==> src/rtl/sp1_wrq_pkg.sv <==
// Shared constants and helpers for the sp1 write-side capture queue.
package sp1_wrq_pkg;

  localparam int unsigned SP1_DW    = 32;
  localparam int unsigned SP1_DEPTH = 4;

  // Occupancy from wrapping pointers; the extra MSB keeps full distinct from empty.
  function automatic logic [31:0] ptr_dist(input logic [31:0] wp, input logic [31:0] rp,
                                           input int unsigned pw);
    logic [31:0] mask;
    mask = (32'd1 << pw) - 32'd1;
    return (wp - rp) & mask;
  endfunction

endpackage

==> src/rtl/sp1_ff.sv <==
// Enabled data register with asynchronous active-high clear; one per queue entry.
module sp1_ff #(
  parameter int unsigned W = 32
) (
  input  logic         clk,
  input  logic         rst,
  input  logic         en,
  input  logic [W-1:0] d,
  output logic [W-1:0] q
);

  always_ff @(posedge clk or posedge rst) begin
    if (rst) begin
      q <= '0;
    end else if (en) begin
      q <= d;
    end
  end

endmodule

==> src/rtl/sp1_wrq.sv <==
// Strobe-fed capture FIFO: accepts one word per cycle on wr_en and drains via valid/ready.
module sp1_wrq
  import sp1_wrq_pkg::*;
#(
  parameter int unsigned DW    = SP1_DW,
  parameter int unsigned DEPTH = SP1_DEPTH,
  parameter int unsigned AW    = $clog2(DEPTH)
) (
  input  logic          clk,
  input  logic          rst,
  input  logic          wr_en,
  input  logic [DW-1:0] wr_d,
  output logic          wr_full,
  output logic          rd_valid,
  input  logic          rd_ready,
  output logic [DW-1:0] rd_d,
  output logic [AW:0]   count,
  output logic          ovf
);

  localparam logic [AW:0] FULL_CNT = (AW + 1)'(DEPTH);

  logic [AW:0]   wp, wp_next;
  logic [AW:0]   rp, rp_next;
  logic          ovf_next;
  logic          pop;
  logic          push;
  logic [DW-1:0] mem [DEPTH];

  always_comb begin
    count    = (AW + 1)'(ptr_dist(32'(wp), 32'(rp), AW + 1));
    rd_valid = (count != '0);
    wr_full  = (count == FULL_CNT);
    pop      = rd_valid & rd_ready;
    // A full queue still takes a write when the head leaves in the same cycle.
    push     = wr_en & (~wr_full | pop);
    wp_next  = push ? wp + 1'b1 : wp;
    rp_next  = pop ? rp + 1'b1 : rp;
    ovf_next = ovf | (wr_en & wr_full & ~pop);
    rd_d     = rd_valid ? mem[rp[AW-1:0]] : '0;
  end

  always_ff @(posedge clk or posedge rst) begin
    if (rst) begin
      wp  <= '0;
      rp  <= '0;
      ovf <= 1'b0;
    end else begin
      wp  <= wp_next;
      rp  <= rp_next;
      ovf <= ovf_next;
    end
  end

  for (genvar i = 0; i < DEPTH; i++) begin : g_entry
    logic entry_en;
    assign entry_en = push & (wp[AW-1:0] == AW'(i));

    sp1_ff #(
      .W(DW)
    ) u_entry (
      .clk(clk),
      .rst(rst),
      .en (entry_en),
      .d  (wr_d),
      .q  (mem[i])
    );
  end

endmodule

==> config.mk <==
export PLATFORM = sky130hd
export DESIGN_NAME = sp1_wrq
export DESIGN_NICKNAME = d
export VERILOG_FILES = /design/src/rtl/sp1_wrq_pkg.sv /design/src/rtl/sp1_ff.sv /design/src/rtl/sp1_wrq.sv
export SDC_FILE = /design/constraint.sdc
export NUM_CORES = 1
export LEC_CHECK = 0
export CORE_MARGIN = 1.5
export CORE_UTILIZATION = 45
export CTS_BUF_LIST = sky130_fd_sc_hd__clkbuf_16
export DETAILED_ROUTE_END_ITERATION = 16
export DONT_BUFFER_PORTS = 1
export PLACE_DENSITY_LB_ADDON = 0.08
export SETUP_SLACK_MARGIN = 0.05
export SYNTH_ARGS = -nofsm -noshare
export SYNTH_HDL_FRONTEND = slang
export SYNTH_SLANG_ARGS = --single-unit
==> constraint.sdc <==
create_clock -name clk -period 7.3 [get_ports clk]
set_input_delay 1.095 -clock clk [delete_from_list [all_inputs] [get_ports clk]]
set_output_delay 1.095 -clock clk [all_outputs]
set_load 0.02 [all_outputs]
==> impl_metrics.env, run 1 <==
export IMPL_status="complete, no violations"
export IMPL_hold_class="register to register"
export IMPL_drt_initial_drc_count=147
export IMPL_fin_crit_sh_pct=57.7
export IMPL_start_util_pct=45.9
export IMPL_grt_use_total_pct=18.0
export IMPL_final_common_cell="dfrtp_1"
export IMPL_cp_arrival_ns=3.12
export IMPL_path_class="register to output pin"
export IMPL_drv_slew=0
export IMPL_clk_path_buf_depth=2
export IMPL_synth_warnings=0
export IMPL_required_ns=6.20
export IMPL_gr_total_overflow=0
export IMPL_synth_seq_cells=135
export IMPL_clockRootBuffer="clkbuf_16"
export IMPL_numCtsBuffers=17
export IMPL_area_delta_synth_final_pct=9.94
export IMPL_rows=43
export IMPL_dieArea_um2=14800
export IMPL_die_width_um=121
export IMPL_synth_fp_nets=433
export IMPL_fin_tns_setup_ns=0
export IMPL_finalSetupViolCount=0
export IMPL_wl_per_cell_um=20.3
export IMPL_vias_per_cell=5.56
export IMPL_cts_tree="done"
export IMPL_maxSlewHeadroom_pct=43.6
export IMPL_hpwl_um=6950
export IMPL_globalplace_congestion=0.687
export IMPL_max_freq_ghz=0.237
export IMPL_crit_path_cell_trace="inv_1 > ha_1 > fa_1 > xor3_4 > nor2_4 > and2b_1"
export IMPL_cp_max_fo=33
export IMPL_io_pins=74
export IMPL_wirelength_um=11900
export IMPL_crit_slowest_cell="nor2_4"
export IMPL_final_antenna_net_count=0
export IMPL_yosysSeqAreaShare_pct=53.5
export IMPL_vias=3255
export IMPL_worst_slew_pin_slew_ns=0.847
export IMPL_drv_cap=0
export IMPL_clk_pin_slew_ns=0.05
export IMPL_remaining_drc_errors=0
export IMPL_yosys_cell_types_count=28
export IMPL_first_global_vias=3517
export IMPL_core_area_um2=13800
export IMPL_mostFrequentLayoutCells="dfrtp_1, mux2_2, mux4_2"
export IMPL_clock_latency_ns=0.42
export IMPL_antenna_cells=0
export IMPL_crit_path_max_incr_delay_ns=0.64
export IMPL_port_buffers=0
export IMPL_n_fill_cell=1190
export IMPL_clock_skew_ns=0.00892
export IMPL_cp_end_kind="output pin"
export IMPL_period_needed_ns=4.21
export IMPL_hold_viol=0
export IMPL_cts_hold_buffers_added=0
export IMPL_antenna_found_initial=0
export IMPL_htree_levels=4
export IMPL_grt_pass1_wl_um=19400
export IMPL_cts_resized_gates=0
export IMPL_clkSinkCount=135
export IMPL_final_nets=435
export IMPL_postCtsSetupBuffers=0
export IMPL_avgSynthCellArea_um2=16.2
export IMPL_dr_pass1_iters=4
export IMPL_syn_inst=390
export IMPL_drive_above_1_share_pct=48.1
export IMPL_start_kind="register"
export IMPL_die_y_um=121
export IMPL_syn_area_um2=6320
export IMPL_grt_max_degree=70
export IMPL_rsz0062_at_grt="no"
==> cell usage after synthesis, drive strengths merged <==
cell type,number,area share (%)
a21oi,4,1.0
mux2,130,23
dfrtp,135,53
xor3,1,0.44
and2b,12,1.4
a211o,1,0.14
a21boi,1,0.12
a31o,1,0.14
inv,6,0.36
xor2,1,0.14
fa,1,0.32
and3b,1,0.14
nand2,6,0.36
clkbuf,10,1.5
nor2b,20,2.0
and3,1,0.099
buf,14,1.7
nor3,1,0.079
ha,6,1.2
nor2,1,0.18
xnor2,3,0.42
nor3b,1,0.12
o21ai,1,0.079
mux4,32,11
==> critical path: cells and delay by family, from the launching register on <==
| kind | cells | cell delay (ns) |
|---|---|---|
| fa+ha+maj | 2 | 0.64 |
| buf+inv | 1 | 0.10 |
| flops | 1 | 0.37 |
| simple gates | 2 | 0.97 |
| xor+xnor | 1 | 0.62 |
==> stage by stage <==
stage / utilization (%) / hold WS (ns) / cells / area (µm²) / setup WS [ns]
floorplan: - / 0.452 / 390 / 6320 / 2.59
detailed placement: 46.5 / 0.474 / 553 / 6400 / 3.45
finish: 50.4 / 0.483 / 585 / 6950 / 3.09
global route: 50.4 / 0.504 / 585 / 6950 / 2.86
global placement: 46.5 / 0.464 / 553 / 6400 / 3.48
CTS: 50.4 / 0.487 / 585 / 6950 / 2.98
==> logic make-up (layout without fill, tap and decap cells) <==
| kind of cell | Yosys count | in the layout | synth area share [%] |
|---|---|---|---|
| buffers and inverters | 30 | 45 | 3.56 |
| muxes | 162 | 162 | 34.6 |
| and+or+nand+nor | 43 | 43 | 4.38 |
| xor gates and xnor gates | 5 | 5 | 0.990 |
| adders and majority gates | 7 | 7 | 1.51 |
| AOI/OAI and AO/OA | 8 | 8 | 1.51 |
| DFF | 135 | 135 | 53.5 |
==> sequential cells by signal, indices dropped and copies added, names as in the netlist <==
name,count
g_entry.u_entry.q,128
wp,3
rp,3
ovf,1
==> area by class of cell <==
cell class | count | area (µm²) | area share [%]
flip-flops and latches | 135 | 3380 | 48.7
inverters | 6 | 27.5 | 0.396
well taps | 180 | 225 | 3.24
clock inverters | 15 | 120 | 1.73
multi-input cells | 225 | 2710 | 39.1
clock buffers | 17 | 425 | 6.13
repair buffers | 7 | 52.6 | 0.757
==> path summary, 6_finish.rpt <==
kind                                                     startpoint                                    to  slack [ns]  depth (start not counted)
worst max register to register                    wp[0]$_DFFE_PP0P_   g_entry[2].u_entry.q[3]$_DFFE_PP0P_        4.04                          7
worst max-delay path                              wp[0]$_DFFE_PP0P_                              rd_d[18]        3.09                          6
worst min register to register  g_entry[2].u_entry.q[0]$_DFFE_PP0P_   g_entry[2].u_entry.q[0]$_DFFE_PP0P_        0.48                          1
max in group asynchronous                                       rst                     rp[1]$_DFFE_PP0P_        5.33                          2
min in group asynchronous                                       rst  g_entry[3].u_entry.q[12]$_DFFE_PP0P_        0.61                          1
worst min-delay path            g_entry[2].u_entry.q[0]$_DFFE_PP0P_   g_entry[2].u_entry.q[0]$_DFFE_PP0P_        0.48                          1
==> layer usage <==
metal | track usage, % | wire length (µm) | part of all wire, %
met4 | 7.79 | 160 | 1.3
met5 | 0 | 0 | 0
met2 | 27.8 | 5780 | 49
met3 | 5.36 | 607 | 5.1
met1 | 23.6 | 5320 | 45
Power of run 1 is left out: the tool's default activity adds up to more than one toggle a clock period on the data nets, which glitch-free logic cannot reach.
==> run 2: changes to the inputs <==
==> constraint.sdc (replaced) <==
create_clock -name clk -period 4.25 [get_ports clk]
set_input_delay 0.6375 -clock clk [delete_from_list [all_inputs] [get_ports clk]]
set_output_delay 0.6375 -clock clk [all_outputs]
set_load 0.02 [all_outputs]
==> run 2 against run 1 <==
Global-route usage up 0.13 points. Sequential share of layout area unchanged. Core utilization unchanged. Critical endpoint is now rd_d[22]. Largest cell class unchanged.
==> impl_metrics.env, run 2 (synthesized netlist as in run 1, its figures left out) <==
export IMPL_maxSlewHeadroom_pct=49.2
export IMPL_cts_hold_buffers_added=0
export IMPL_clk_pin_slew_ns=0.05
export IMPL_antenna_cells=0
export IMPL_finalSetupViolCount=0
export IMPL_start_kind="register"
export IMPL_crit_slowest_cell="nor2_4"
export IMPL_required_ns=3.61
export IMPL_final_antenna_net_count=0
export IMPL_hold_viol=0
export IMPL_status="complete, no violations"
export IMPL_drt_initial_drc_count=158
export IMPL_max_freq_ghz=0.264
export IMPL_dr_pass1_iters=4
export IMPL_postCtsSetupBuffers=0
export IMPL_largest_reg_flops=128
export IMPL_cp_arrival_ns=3.16
export IMPL_hold_class="input port to asynchronous set/reset pin"
export IMPL_final_nets=435
export IMPL_numCtsBuffers=17
export IMPL_wl_met2_um=5770
export IMPL_cts_tree="done"
export IMPL_path_delay_family="simple AND/OR/NAND/NOR gates"
export IMPL_cp_max_fo=33
export IMPL_crit_path_cell_trace="inv_1 > ha_1 > fa_1 > xor3_4 > nor2_4 > and2b_1"
export IMPL_seqCellArea_um2=3380
export IMPL_reg_top3="g_entry.u_entry.q (128), rp (3), wp (3)"
export IMPL_clkSinkCount=135
export IMPL_period_needed_ns=3.79
export IMPL_wirelength_um=12000
export IMPL_area_delta_synth_final_pct=9.94
export IMPL_critical_path_buf_inv_count=1
export IMPL_drv_cap=0
export IMPL_rows=43
export IMPL_core_area_um2=13800
export IMPL_path_class="register to output pin"
export IMPL_n_fill_cell=1216
export IMPL_regMostFlops="g_entry.u_entry.q"
export IMPL_multi_input_area_um2=2710
export IMPL_dieArea_um2=14800
export IMPL_antenna_found_initial=0
export IMPL_globalplace_congestion=0.686
export IMPL_r2r_setup_slack_ns=1.22
export IMPL_rsz0062_at_grt="no"
export IMPL_vias=3186
export IMPL_wl_per_cell_um=20.6
export IMPL_top_layer="met4"
export IMPL_io_pins=74
export IMPL_clock_latency_ns=0.41
export IMPL_start_util_pct=45.9
export IMPL_die_width_um=121
export IMPL_r2r_end="g_entry[0].u_entry.q[1]$_DFFE_PP0P_"
export IMPL_reg2regPathDepth=7
export IMPL_clockRootBuffer="clkbuf_16"
export IMPL_first_global_vias=3443
export IMPL_vias_per_cell=5.48
export IMPL_crit_path_max_incr_delay_ns=0.66
export IMPL_drive_above_1_share_pct=47.4
export IMPL_mostFrequentLayoutCells="dfrtp_1, mux2_2, mux4_2"
export IMPL_fin_tns_setup_ns=0
export IMPL_rr_startpoint="wp[0]$_DFFE_PP0P_"
export IMPL_grt_pass1_wl_um=19400
export IMPL_die_y_um=121
export IMPL_clk_path_buf_depth=2
export IMPL_remaining_drc_errors=0
export IMPL_cp_end_kind="output pin"
export IMPL_fin_crit_sh_pct=89.2
export IMPL_grt_use_total_pct=18.1
export IMPL_final_common_cell="dfrtp_1"
export IMPL_htree_levels=4
export IMPL_clock_skew_ns=0.00592
export IMPL_port_buffers=0
export IMPL_gr_total_overflow=0
export IMPL_wl_met1_um=5370
export IMPL_worst_slew_pin_slew_ns=0.761
export IMPL_met3_length_um=718
export IMPL_grt_max_degree=136
export IMPL_hpwl_um=6730
export IMPL_drv_slew=0
export IMPL_cts_resized_gates=0
-- run 2: area by class of cell --
class,count,area share (%)
clock buffers,17,6.13
clock inverters,11,1.39
inverters,6,0.378
multi-input cells,225,39.1
flip-flops and latches,135,48.7
well taps,180,3.24
repair buffers,7,1.12
-- run 2: how the worst max path moves through the flow --
stage / from / end / slack (ns) / cells past startpoint
floorplan: wp[0]$_DFFE_PP0P_ / rd_d[12] / 1.26 / 7
global placement: wp[0]$_DFFE_PP0P_ / rd_d[13] / 0.89 / 6
detailed placement: wp[0]$_DFFE_PP0P_ / rd_d[22] / 0.82 / 6
CTS: wp[0]$_DFFE_PP0P_ / rd_d[22] / 0.37 / 6
global route: wp[0]$_DFFE_PP0P_ / rd_d[16] / 0.21 / 6
finish: wp[0]$_DFFE_PP0P_ / rd_d[22] / 0.46 / 6
-- run 2: routing by layer --
layer  vias up  global-route usage, %
met5         -                      0
met4         0                   6.18
met3        14                   6.86
met2        60                   27.6
met1      1694                   23.9
li1       1418                      -
-- run 2: worst register-to-register path, delay by kind of cell (launching register included) --
| family | cells | cell delay [ns] |
|---|---|---|
| XOR/XNOR | 1 | 0.62 |
| adder cells (fa/ha/maj) | 2 | 0.64 |
| buffers and inverters | 2 | 0.37 |
| AO/OA/AOI/OAI | 1 | 0.54 |
| flip-flops | 1 | 0.37 |
| multiplexers | 1 | 0.37 |
-- run 2: per-stage QoR --
step                hold slack [ns]  worst slack, ns  area [µm²]  std cells  utilization (%)
global route                  0.334            0.209        6950        581             50.4
CTS                           0.341            0.367        6950        581             50.4
floorplan                     0.452             1.26        6320        390                -
finish                        0.307            0.457        6950        581             50.4
global placement              0.463            0.889        6420        553             46.6
detailed placement            0.473            0.817        6420        553             46.6
Power of run 2 is left out for the same reason.
